[src/rtl/arbiter_rr_param.sv]
// ---------------------------------------------------------------------------
// arbiter_rr_param
// Round-robin arbiter for N requesters with registered one-hot grant.
//
// A rotating pointer sets the search start. A granted requester keeps its
// grant while it still requests and its hold has not expired. On release or
// expiry the arbiter re-arbitrates in the same cycle, so there is no idle gap.
//
// Build option: define ARB_LOCK_EN to enable grant locking. A hold counter
// then lets a requester keep the grant for up to MAX_HOLD consecutive cycles.
// With ARB_LOCK_EN undefined there is no counter, and every GRANT cycle is
// treated as expired, so the grant rotates each cycle among active
// requesters. Ports and reset values are the same in both builds.
//
// Handshake: none. req is level-sensitive and sampled on every rising edge.
// grant, grant_valid and grant_idx are registered and change only on a
// rising edge. grant_valid is high exactly when grant is nonzero, and
// grant_idx is 0 whenever grant_valid is low.
// ---------------------------------------------------------------------------
module arbiter_rr_param #(
    parameter int N        = 4,
    parameter int MAX_HOLD = 4
) (
    input  logic                 clk,
    input  logic                 rst_n,
    input  logic [N-1:0]         req,
    output logic [N-1:0]         grant,
    output logic                 grant_valid,
    output logic [$clog2(N)-1:0] grant_idx
);

    localparam int              IW       = $clog2(N);
    localparam logic [IW-1:0]   LAST_IDX = IW'(N - 1);
    localparam logic [IW:0]     N_EXT    = (IW + 1)'(N);

    // Parameters outside the supported range stop elaboration.
    if (N < 2 || N > 16 || MAX_HOLD < 1 || MAX_HOLD > 255) begin : g_param_check
        $error("arbiter_rr_param: N must be 2..16 and MAX_HOLD 1..255");
    end

    typedef enum logic {
        ST_IDLE  = 1'b0,
        ST_GRANT = 1'b1
    } state_t;

    state_t          r_state;
    logic [N-1:0]    r_grant;
    logic            r_valid;
    logic [IW-1:0]   r_idx;
    logic [IW-1:0]   r_ptr;

    state_t          w_state_nxt;
    logic [N-1:0]    w_grant_nxt;
    logic            w_valid_nxt;
    logic [IW-1:0]   w_idx_nxt;
    logic [IW-1:0]   w_ptr_nxt;
    logic            w_load;
    logic            w_expired;
    logic            w_hold_ok;

    logic [2*N-1:0]  w_rot;
    logic            w_found;
    logic [IW-1:0]   w_off;
    logic [IW:0]     w_sum;
    logic [IW-1:0]   w_pick;
    logic [N-1:0]    w_pick_oh;

    // Rotate req so that bit 0 of w_rot is the requester at ptr. The lowest
    // set bit is then the first requester in search order.
    always_comb begin
        w_rot   = {req, req} >> r_ptr;
        w_found = 1'b0;
        w_off   = '0;
        for (int k = N - 1; k >= 0; k--) begin
            if (w_rot[k]) begin
                w_found = 1'b1;
                w_off   = IW'(k);
            end
        end
        w_sum = {1'b0, r_ptr} + {1'b0, w_off};
        if (w_sum >= N_EXT) begin
            w_pick = IW'(w_sum - N_EXT);
        end else begin
            w_pick = w_sum[IW-1:0];
        end
        w_pick_oh = {{(N-1){1'b0}}, 1'b1} << w_pick;
    end

`ifdef ARB_LOCK_EN
    localparam logic [7:0] HOLD_LIM = 8'(MAX_HOLD);
    logic [7:0] r_hold_cnt;

    assign w_expired = (r_hold_cnt >= HOLD_LIM);

    // Count cycles of the current grant. The count restarts at 1 on every
    // new grant, including a re-grant to the same requester.
    always_ff @(posedge clk) begin
        if (!rst_n) begin
            r_hold_cnt <= '0;
        end else if (w_load) begin
            r_hold_cnt <= 8'd1;
        end else if (r_state == ST_GRANT && w_state_nxt == ST_GRANT) begin
            r_hold_cnt <= r_hold_cnt + 8'd1;
        end else begin
            r_hold_cnt <= '0;
        end
    end
`else
    assign w_expired = 1'b1;
`endif

    // The holder may keep the grant only while it still requests and its
    // hold has not run out.
    assign w_hold_ok = req[r_idx] && !w_expired;

    // Next-state logic: keep the grant, take a new grant, or fall back to idle.
    always_comb begin
        w_state_nxt = r_state;
        w_grant_nxt = r_grant;
        w_idx_nxt   = r_idx;
        w_ptr_nxt   = r_ptr;
        w_load      = 1'b0;
        case (r_state)
            ST_IDLE: begin
                if (w_found) begin
                    w_load = 1'b1;
                end else begin
                    w_grant_nxt = '0;
                    w_idx_nxt   = '0;
                end
            end
            ST_GRANT: begin
                if (!w_hold_ok) begin
                    if (w_found) begin
                        w_load = 1'b1;
                    end else begin
                        w_state_nxt = ST_IDLE;
                        w_grant_nxt = '0;
                        w_idx_nxt   = '0;
                    end
                end
            end
            default: begin
                w_state_nxt = ST_IDLE;
                w_grant_nxt = '0;
                w_idx_nxt   = '0;
            end
        endcase
        if (w_load) begin
            w_state_nxt = ST_GRANT;
            w_grant_nxt = w_pick_oh;
            w_idx_nxt   = w_pick;
            w_ptr_nxt   = (w_pick == LAST_IDX) ? '0 : w_pick + 1'b1;
        end
        w_valid_nxt = |w_grant_nxt;
    end

    // State, pointer and registered outputs. Reset overrides any active grant.
    always_ff @(posedge clk) begin
        if (!rst_n) begin
            r_state <= ST_IDLE;
            r_grant <= '0;
            r_valid <= 1'b0;
            r_idx   <= '0;
            r_ptr   <= '0;
        end else begin
            r_state <= w_state_nxt;
            r_grant <= w_grant_nxt;
            r_valid <= w_valid_nxt;
            r_idx   <= w_idx_nxt;
            r_ptr   <= w_ptr_nxt;
        end
    end

    assign grant       = r_grant;
    assign grant_valid = r_valid;
    assign grant_idx   = r_idx;

endmodule

[config.mk]
export PLATFORM = sky130hd
export DESIGN_NAME = arbiter_rr_param
export DESIGN_NICKNAME = d
export VERILOG_FILES = /design/src/rtl/arbiter_rr_param.sv
export SDC_FILE = /design/constraint.sdc
export NUM_CORES = 1
export LEC_CHECK = 0
export BUFFER_PORTS_ARGS = -buffer_cell sky130_fd_sc_hd__buf_2
export CORE_AREA = 5 5 42 44
export DETAILED_ROUTE_END_ITERATION = 10
export DIE_AREA = 0 0 47 49
export PLACE_DENSITY = 0.63
export SLEW_MARGIN = 20
export SYNTH_ARGS = -nofsm -noshare
export SYNTH_HDL_FRONTEND = slang
export SYNTH_SLANG_ARGS = --single-unit
export TNS_END_PERCENT = 10
[constraint.sdc]
create_clock -name clk -period 4.8 [get_ports clk]
set_input_delay 0.48 -clock clk [delete_from_list [all_inputs] [get_ports clk]]
set_output_delay 0.48 -clock clk [all_outputs]
set_load 0.005 [all_outputs]
==> results of run 1 <==
-- worst paths after layout --
kind / end / slack, ns / depth (start not counted) / start
min reg2reg: r_ptr[1] / 0.57 / 2 / r_ptr[1]
max reg2reg: r_ptr[1] / 2.70 / 8 / r_ptr[0]
min: r_ptr[0] / 0.51 / 2 / rst_n
max: r_ptr[1] / 2.70 / 8 / r_ptr[0]
-- layer usage --
metal | part of all wire, % | up-vias | track usage (%) | wire (um)
met5 | 0 | - | 0 | 0
met4 | 0 | 0 | 5.53 | 0
met3 | 10 | 0 | 1.48 | 89
met2 | 42 | 13 | 12.9 | 361
met1 | 48 | 170 | 9.87 | 413
li1 | - | 215 | - | -
-- worst max-delay path: stages, from the launching register on --
cell	delay, ns
sky130_fd_sc_hd__dfxtp_1	0.57
sky130_fd_sc_hd__nor2_1	0.09
sky130_fd_sc_hd__a221oi_1	0.28
sky130_fd_sc_hd__o21ai_0	0.13
sky130_fd_sc_hd__ha_1	0.40
sky130_fd_sc_hd__xor2_1	0.20
sky130_fd_sc_hd__xnor2_1	0.14
sky130_fd_sc_hd__nand2_1	0.08
sky130_fd_sc_hd__mux2i_1	0.11
-- cells by family (layout without fill, tap and decap cells) --
| kind of cell | Yosys count | in the layout | synth area share, % |
|---|---|---|---|
| simple gates | 26 | 26 | 25.3 |
| flops | 9 | 9 | 35.6 |
| compound gates | 8 | 8 | 15.8 |
| buf+inv | 7 | 19 | 10.4 |
| xor+xnor | 4 | 4 | 8.42 |
| fa+ha+maj | 1 | 1 | 2.47 |
| mux | 1 | 1 | 1.98 |
-- cells in the final DEF, fill, tap and decap left out, drive strengths merged --
cell type | synthesis | layout
nand2 | 5 | 5
nor3 | 2 | 2
o32ai | 2 | 2
a21oi | 1 | 1
xnor2 | 3 | 3
nor3b | 1 | 1
dfxtp | 9 | 9
o21ai | 1 | 1
and2b | 1 | 1
ha | 1 | 1
buf | 2 | 12
nand2b | 3 | 3
clkbuf | 2 | 4
and2 | 1 | 1
a221oi | 1 | 1
nor2 | 10 | 10
mux2i | 1 | 1
o211a | 1 | 1
nor4 | 1 | 1
nand3 | 2 | 2
o311a | 1 | 1
xor2 | 1 | 1
inv | 3 | 3
a32oi | 1 | 1
-- power breakdown --
group | total (uW) | switching, uW | internal (uW)
combinational | 180 | 85.1 | 94.8
clock | 56.9 | 25.0 | 31.9
sequential | 128 | 24.6 | 104
-- per-stage QoR --
stage               instance area (um2)  utilization (%)  power [uW]  instances
floorplan                           505                -         280         56
global placement                    544             38.8         308         80
detailed placement                  544             38.8         311         80
CTS                                 571             40.7         370         84
global route                        571             40.7         393         84
finish                              571             40.7         365         84
-- area by class of cell --
type,count,area share [%]
inverter,3,1.97
clock buffer,4,4.61
sequential,9,31.6
timing repair buffer,12,10.5
multi-input combinational,40,47.8
tap,16,3.51
-- state kept, by name (all words and copies together) (netlist names) --
signal and flops:
grant 4, grant_idx 2, r_ptr 2, grant_valid 1
==> metrics.log, run 1 <==
INFO  metric outcome = finished clean
INFO  metric setup_viol = 0
INFO  metric post_synth_most_frequent_cells = sky130_fd_sc_hd__nor2_1, sky130_fd_sc_hd__dfxtp_1, sky130_fd_sc_hd__nand2_1, sky130_fd_sc_hd__inv_1, sky130_fd_sc_hd__nand2b_1
INFO  metric ctsResizeCount = 0
INFO  metric chipHeight = 49 um
INFO  metric core_box_area = 0.00140 mm2
INFO  metric p_per_area = 640 mW/mm2
INFO  metric port_buffers = 12
INFO  metric timing.setup.tns = 0 ns
INFO  metric worstHoldPathType = in2reg
INFO  metric clock-sinks = 9
INFO  metric grt_first_pass_wirelength = 1.44 mm
INFO  metric timing.slew.headroom = 71.9%
INFO  metric finalClockSkew = 0.00383 ns
INFO  metric antennaDiodeCount = 0
INFO  metric chipWidth = 47 um
INFO  metric route.detailed.drc = 0
INFO  metric final_min_period_over_clock_period = 43.8%
INFO  metric area.sequential = 180 um2
INFO  metric final_layout_size_suffix_gt1_share = 27.9%
INFO  metric yosys_register_bits = 9
INFO  metric finalHoldViolations = 0
INFO  metric synthTopCellsByArea = sky130_fd_sc_hd__dfxtp_1, sky130_fd_sc_hd__nor2_1, sky130_fd_sc_hd__buf_6, sky130_fd_sc_hd__nand2_1, sky130_fd_sc_hd__nand2b_1
INFO  metric cap_violations = 0
INFO  metric area_delta_synth_final = 12.9%
INFO  metric final_antenna_net_count = 0
INFO  metric gp_routability_congestion = 0.723
INFO  metric grt_antenna_before_repair = 0
INFO  metric synth-seq-area-share = 35.6%
INFO  metric share_of_async_settable_or_async_resettable_flops_after_synthesis = 0%
INFO  metric worst_slew_pin_slew = 0.420 ns
INFO  metric timing.critical_path.fanout_max = 12
INFO  metric synth_top_cell_area_share = 35.6%
INFO  metric synth.yosys.warnings = 0
INFO  metric rsz_0062_raised_after_global_routing = no
INFO  metric synth_most_common_cell = sky130_fd_sc_hd__nor2_1
INFO  metric route.vias.total = 398
INFO  metric cts-htree-levels = 1
INFO  metric pin_count_of_the_biggest_net_entering_global_routing = 13
INFO  metric end_kind = flip-flop
INFO  metric die_outline_area = 0.00230 mm2
INFO  metric globalRouteOverflowTotal = 0
INFO  metric p_leak = 0.000277 uW
INFO  metric first_pass_iters = 3
INFO  metric synth_cell_types = 27
INFO  metric clock_transition_at_path_regs = 0.06 ns
INFO  metric ctsRootBufferMaster = sky130_fd_sc_hd__clkbuf_4
INFO  metric post-dp-hpwl = 650 um
INFO  metric final_max_slew_viol_count = 0
INFO  metric fin_ws = 2.70 ns
INFO  metric startpoint_type = flip-flop
INFO  metric detail_route.vias_per_cell = 4.74
INFO  metric cts-hold-fix-buffers = 0
INFO  metric globalRouteTotalUtil = 8.30%
INFO  metric max-vdd-ir-drop = 0.189 mV
INFO  metric ios = 13
INFO  metric final.fill_count = 166
INFO  metric fmaxAchievable = 0.475 GHz
INFO  metric cts_buffer_depth = 2
INFO  metric timing.hold.ws = 0.505 ns
INFO  metric critical_path_class = reg2reg
INFO  metric synth_area = 505 um2
INFO  metric cts_inserted_buffers = 3
INFO  metric synth.net_count = 63
INFO  metric dp_slack = 2.59 ns
INFO  metric initial_utilization = 36.1%
INFO  metric synthFlopType = sky130_fd_sc_hd__dfxtp_1
INFO  metric wirelength = 864 um
INFO  metric synth_enable_flop_cells = 0
INFO  metric grt_pass1_vias = 369
INFO  metric area_used_by_multi_input_combinational_logic = 273 um2
INFO  metric cp.arrival = 2.26 ns
INFO  metric clock_network_latency_to_the_later_pin_of_the_worst_skew_pair = 0.26 ns
INFO  metric netlist.top_cell.by_area = sky130_fd_sc_hd__dfxtp_1
INFO  metric clock_tree_from_tritoncts = yes
INFO  metric period_minus_slack = 2.10 ns
INFO  metric drt_iter0_markers = 4
INFO  metric synth_cells = 56
INFO  metric syn-mean-instance-area = 9.03 um2
INFO  metric nNetsFinal = 76
INFO  metric routedWlPerCell = 10.3 um
INFO  metric post_cts.repair.setup_buffers = 0
INFO  metric rows = 14
INFO  metric worst-endpoint-required = 4.95 ns
Note: power is estimated with default switching activity, not from simulation.
==> inputs of run 2 (changes only) <==
Clock period 4.8 ns to 2.2 ns, I/O delays scaled along.
==> run 2 against run 1 <==
Worst setup slack got worse by 2.5 ns; combinational power rose by 130%; die area did not move; final cell count rose by 1.2%; routed wire length rose by 4.2%; first-iteration DRC count rose to 2.5 times the previous value; sequential share of layout area fell by 0.41 points; utilization rose by 0.54 points; non-clock buffer count rose by 1; clock skew fell by 0.0014 ns; global-route usage rose by 0.79 points; clock power rose by 120%; largest cell class unchanged; largest power group unchanged.
==> metrics.log, run 2 (synthesized netlist as in run 1, its figures left out) <==
INFO  metric antennaDiodeCount = 0
INFO  metric grt_pass1_vias = 395
INFO  metric port_buffers = 12
INFO  metric cts_buffer_depth = 2
INFO  metric flip_flop_count_of_the_largest_register_after_layout = 4
INFO  metric setup_viol = 0
INFO  metric r2r_setup_slack = 0.19 ns
INFO  metric timing.slew.headroom = 73.7%
INFO  metric grt_first_pass_wirelength = 1.56 mm
INFO  metric area_delta_synth_final = 14.4%
INFO  metric placement.cell_area = 552 um2
INFO  metric worst_slew_pin_slew = 0.394 ns
INFO  metric layout.cell_area.non_filler = 578 um2
INFO  metric end_kind = flip-flop
INFO  metric outcome = finished clean
INFO  metric max-vdd-ir-drop = 0.399 mV
INFO  metric p_leak = 0.000282 uW
INFO  metric route.detailed.drc = 0
INFO  metric r2r-start = r_ptr[0]
INFO  metric initial_utilization = 36.1%
INFO  metric worst_hold_startpoint = rst_n
INFO  metric die_outline_area = 0.00230 mm2
INFO  metric worst-endpoint-required = 2.35 ns
INFO  metric post-dp-hpwl = 713 um
INFO  metric final_antenna_net_count = 0
INFO  metric filler_free_cell_count_of_the_finished_design = 85
INFO  metric rows = 14
INFO  metric worstHoldPathType = in2reg
INFO  metric finalClockSkew = 0.00243 ns
INFO  metric routedWlPerCell = 10.6 um
INFO  metric cts-hold-fix-buffers = 0
INFO  metric numPlacedInstances = 81
INFO  metric clock_tree_from_tritoncts = yes
INFO  metric cts-htree-levels = 1
INFO  metric timing.critical_path.fanout_max = 12
INFO  metric route.vias.total = 428
INFO  metric globalRouteOverflowTotal = 0
INFO  metric clock_transition_at_path_regs = 0.06 ns
INFO  metric chipWidth = 47 um
INFO  metric clock_network_latency_to_the_later_pin_of_the_worst_skew_pair = 0.26 ns
INFO  metric overall_power = 819 uW
INFO  metric timing.setup.tns = 0 ns
INFO  metric chipHeight = 49 um
INFO  metric globalRouteTotalUtil = 9.09%
INFO  metric ctsResizeCount = 0
INFO  metric layout_commonest_cell = sky130_fd_sc_hd__buf_2
INFO  metric layout_common_cells = sky130_fd_sc_hd__buf_2, sky130_fd_sc_hd__nor2_1, sky130_fd_sc_hd__dfxtp_1
INFO  metric nNetsFinal = 77
INFO  metric final_min_period_over_clock_period = 91.3%
INFO  metric drt_iter0_markers = 10
INFO  metric core_box_area = 0.00140 mm2
INFO  metric finalHoldViolations = 0
INFO  metric critical_path_class = reg2reg
INFO  metric wirelength = 900 um
INFO  metric cts_inserted_buffers = 3
INFO  metric final_max_slew_viol_count = 0
INFO  metric min_delay_path_depth = 2
INFO  metric rsz_0062_raised_after_global_routing = no
INFO  metric p_per_area = 1420 mW/mm2
INFO  metric first_pass_iters = 4
INFO  metric pin_count_of_the_biggest_net_entering_global_routing = 13
INFO  metric ctsRootBufferMaster = sky130_fd_sc_hd__clkbuf_4
INFO  metric post_cts.repair.setup_buffers = 0
INFO  metric clock-sinks = 9
INFO  metric detail_route.vias_per_cell = 5.04
INFO  metric period_minus_slack = 2.01 ns
INFO  metric gp_routability_congestion = 0.672
INFO  metric hold_path_end = r_ptr[0]
INFO  metric final.fill_count = 161
INFO  metric fmaxAchievable = 0.498 GHz
INFO  metric rr_endpoint = r_ptr[1]
INFO  metric cp.arrival = 2.16 ns
INFO  metric worst_setup_path_startpoint = r_ptr[0]
INFO  metric startpoint_type = flip-flop
INFO  metric reg2reg_depth = 8
INFO  metric final_layout_size_suffix_gt1_share = 29.0%
INFO  metric grt_antenna_before_repair = 0
INFO  metric ios = 13
INFO  metric cap_violations = 0
## run 2: cell types whose count changed in the layout (fill, tap and decap cells not counted)
cell and change:
sky130_fd_sc_hd__buf_4 +1
## run 2: area by class of cell
type                            instances  area [um2]  share of cell area [%]
Multi-Input combinational cell         40         273                    47.2
Sequential cell                         9         180                    31.2
Timing Repair Buffer                   13        67.6                    11.7
Tap cell                               16        20.0                    3.46
Inverter                                3        11.3                    1.95
Clock buffer                            4        26.3                    4.55
## run 2: critical path, stage by stage (launching register included)
cell	delay, ns
sky130_fd_sc_hd__dfxtp_1	0.56
sky130_fd_sc_hd__nor2_1	0.09
sky130_fd_sc_hd__a221oi_1	0.29
sky130_fd_sc_hd__o21ai_0	0.12
sky130_fd_sc_hd__ha_1	0.32
sky130_fd_sc_hd__xor2_1	0.18
sky130_fd_sc_hd__xnor2_1	0.14
sky130_fd_sc_hd__nand2_1	0.09
sky130_fd_sc_hd__mux2i_1	0.12
## run 2: routing by layer
layer | GRT usage, % | routed length, um | up-vias
li1 | - | - | 217
met1 | 11.5 | 390 | 192
met2 | 13.1 | 400 | 17
met3 | 1.48 | 95 | 2
met4 | 6.91 | 13 | 0
met5 | 0 | 0 | -
## run 2: where the power goes
group          total (uW)  leakage, uW  switching [uW]  internal (uW)
logic                 417     0.000193             191            226
registers             278    0.0000745            51.5            226
clock network         124    0.0000150            54.2           69.7
total                 819     0.000282             297            522
## run 2: how the worst max path moves through the flow
stage,slack (ns),cells after the start,end
floorplan,0.34,9,r_ptr[1]
global placement,0.24,8,r_ptr[1]
detailed placement,0.16,8,r_ptr[1]
CTS,0.15,8,r_ptr[1]
global route,0.007,8,r_ptr[1]
finish,0.19,8,r_ptr[1]
## run 2: per-stage QoR
| stage | hold slack (ns) | utilization, % | setup slack, ns |
|---|---|---|---|
| global route | 0.257 | 41.3 | 0.00715 |
| floorplan | 0.353 | - | 0.338 |
| global placement | 0.511 | 39.4 | 0.244 |
| CTS | 0.237 | 41.3 | 0.148 |
| detailed placement | 0.514 | 39.4 | 0.162 |
| finish | 0.244 | 41.3 | 0.190 |
==> inputs of run 3 (changes only) <==
Settings changed: CELL_PAD_IN_SITES_DETAIL_PLACEMENT set to 0, CELL_PAD_IN_SITES_GLOBAL_PLACEMENT set to 1, CORE_AREA 5 5 42 44 to unset, CORE_MARGIN set to 5, CORE_UTILIZATION set to 36, DIE_AREA 0 0 47 49 to unset, PLACE_DENSITY 0.63 to 0.77.
==> run 3 against run 2 <==
Sequential power about the same; final cell count decreased by 2.4%; fmax up 2.2%; total power shrank 1.9%; die area is 2.2% lower; critical endpoint unchanged; largest power group unchanged; non-clock buffer count down 1; routed wire length grew 3.2%; sequential cell count is the same; via count fell by 5.8%; clock skew hardly changed; sequential share of layout area is 0.63 points higher.
==> metrics.log, run 3 (synthesized netlist as in run 1, its figures left out) <==
INFO  metric use_met1 = 12.6%
INFO  metric globalRouteTotalUtil = 9.70%
INFO  metric cts_buffer_depth = 2
INFO  metric reg2reg_depth = 8
INFO  metric worst_path_max_delay_cell = sky130_fd_sc_hd__dfxtp_2
INFO  metric combPwrFrac = 49.6%
INFO  metric critical_path_class = reg2reg
INFO  metric core_box_area = 0.00132 mm2
INFO  metric clock_tree_from_tritoncts = yes
INFO  metric chipWidth = 47.5 um
INFO  metric pin_count_of_the_biggest_net_entering_global_routing = 13
INFO  metric final_max_slew_viol_count = 0
INFO  metric flip_flop_count_of_the_largest_register_after_layout = 4
INFO  metric routedWlPerCell = 11.2 um
INFO  metric timing.setup.tns = 0 ns
INFO  metric grt_first_pass_wirelength = 1.51 mm
INFO  metric final.fill_count = 143
INFO  metric ctsRootBufferMaster = sky130_fd_sc_hd__clkbuf_4
INFO  metric drt_iter0_markers = 8
INFO  metric power_frac_clock = 15.5%
INFO  metric rows = 13
INFO  metric clock-sinks = 9
INFO  metric post_cts.repair.setup_buffers = 0
INFO  metric cts-hold-fix-buffers = 0
INFO  metric initial_utilization = 38.4%
INFO  metric cts_inserted_buffers = 3
INFO  metric power.net_switching = 298 uW
INFO  metric worstHoldPathType = in2reg
INFO  metric p_seq_share = 34.9%
INFO  metric cap_violations = 0
INFO  metric clock_network_latency_to_the_later_pin_of_the_worst_skew_pair = 0.25 ns
INFO  metric ordered_list_of_cells_on_the_worst_path = nor2_1, a221oi_1, o21ai_0, ha_1, xor2_1, xnor2_1, nand2_1, mux2i_1
INFO  metric port_buffers = 12
INFO  metric finalHoldViolations = 0
INFO  metric final_antenna_net_count = 0
INFO  metric worst-path-buf-inv = 0
INFO  metric max-vdd-ir-drop = 0.629 mV
INFO  metric worst-endpoint-required = 2.35 ns
INFO  metric layout_commonest_cell = sky130_fd_sc_hd__buf_2
INFO  metric fmaxAchievable = 0.509 GHz
INFO  metric die_outline_area = 0.00225 mm2
INFO  metric hold_path_end = r_ptr[0]
INFO  metric r2r-start = r_ptr[0]
INFO  metric rsz_0062_raised_after_global_routing = no
INFO  metric power_report.internal_total = 505 uW
INFO  metric area_delta_synth_final = 12.9%
INFO  metric outcome = finished clean
INFO  metric swShare = 37.1%
INFO  metric critical_path.max_stage_delay = 0.44 ns
INFO  metric startpoint_type = flip-flop
INFO  metric overall_power = 803 uW
INFO  metric p_leak = 0.000277 uW
INFO  metric route.vias.total = 403
INFO  metric rr_endpoint = r_ptr[1]
INFO  metric antennaDiodeCount = 0
INFO  metric path_delay_family = flip-flops
INFO  metric grtUsageMet3 = 4.51%
INFO  metric worst_hold_startpoint = rst_n
INFO  metric timing.slew.headroom = 80.8%
INFO  metric cts-htree-levels = 1
INFO  metric layout_common_cells = sky130_fd_sc_hd__buf_2, sky130_fd_sc_hd__nor2_1, sky130_fd_sc_hd__dfxtp_1
INFO  metric globalRouteOverflowTotal = 0
INFO  metric grt_antenna_before_repair = 0
INFO  metric gr-usage-met2 = 13.6%
INFO  metric gp_routability_congestion = 0.757
INFO  metric finalClockSkew = 0.00263 ns
INFO  metric ios = 13
INFO  metric min_delay_path_depth = 2
INFO  metric period_minus_slack = 1.97 ns
INFO  metric p_per_area = 1410 mW/mm2
INFO  metric busiest_metal_layer_after_global_routing = met2
INFO  metric nNetsFinal = 76
INFO  metric grt_pass1_vias = 360
INFO  metric wirelength = 929 um
INFO  metric final_min_period_over_clock_period = 89.3%
INFO  metric chipHeight = 47.5 um
INFO  metric r2r_setup_slack = 0.23 ns
INFO  metric final_layout_size_suffix_gt1_share = 29.4%
INFO  metric setup_viol = 0
INFO  metric end_kind = flip-flop
INFO  metric clock_transition_at_path_regs = 0.06 ns
INFO  metric post-dp-hpwl = 696 um
INFO  metric worst_slew_pin_slew = 0.289 ns
INFO  metric first_pass_iters = 2
INFO  metric route.detailed.drc = 0
INFO  metric detail_route.vias_per_cell = 4.86
INFO  metric cp.arrival = 2.11 ns
INFO  metric timing.critical_path.fanout_max = 12
## run 3: power groups by stage
stage	clock [uW]	sequential, uW	combinational (uW)
2_1_floorplan	0	255	356
5_1_grt	142	289	443
3_5_place_dp	0	282	401
4_1_cts	131	279	403
6_report	125	280	398
3_3_place_gp	0	279	396
## run 3: final cells by class
type	instances	area, um2	share of cell area, %
clock buffers	4	26.3	4.61
multi-input cells	40	273	47.8
flip-flops and latches	9	181	31.8
inverters	3	11.3	1.97
well taps	15	18.8	3.29
repair buffers	12	60.1	10.5
## run 3: timing repair
item                                    CTS  global route
gates resized for setup                   0             1
endpoints found under the hold margin     0             0
endpoints found under the setup margin    0             1
## run 3: worst max path at each step
stage / end / startpoint / slack (ns) / cells after the start
2_1_floorplan: r_ptr[1] / r_ptr[0] / 0.34 / 9
6_report: r_ptr[1] / r_ptr[0] / 0.23 / 8
3_3_place_gp: r_ptr[1] / r_ptr[0] / 0.15 / 8
5_1_grt: r_ptr[1] / r_ptr[0] / 0.1 / 8
3_5_place_dp: r_ptr[1] / r_ptr[0] / 0.11 / 8
4_1_cts: r_ptr[1] / r_ptr[0] / 0.09 / 8
## run 3: metrics by stage
stage	hold WS [ns]	util (%)	setup slack, ns	area, um2	cells
detailed placement	0.514	41.2	0.111	543	79
global placement	0.511	41.2	0.150	543	79
finish	0.234	43.3	0.234	571	83
floorplan	0.353	-	0.338	505	56
global route	0.240	43.3	0.0971	571	83
CTS	0.240	43.2	0.0943	569	83
## run 3: metal layers
metal	share of wire (%)	wire length (um)
met1	44	412
met2	50	461
met3	5.1	47
met4	0.86	8
met5	0	0
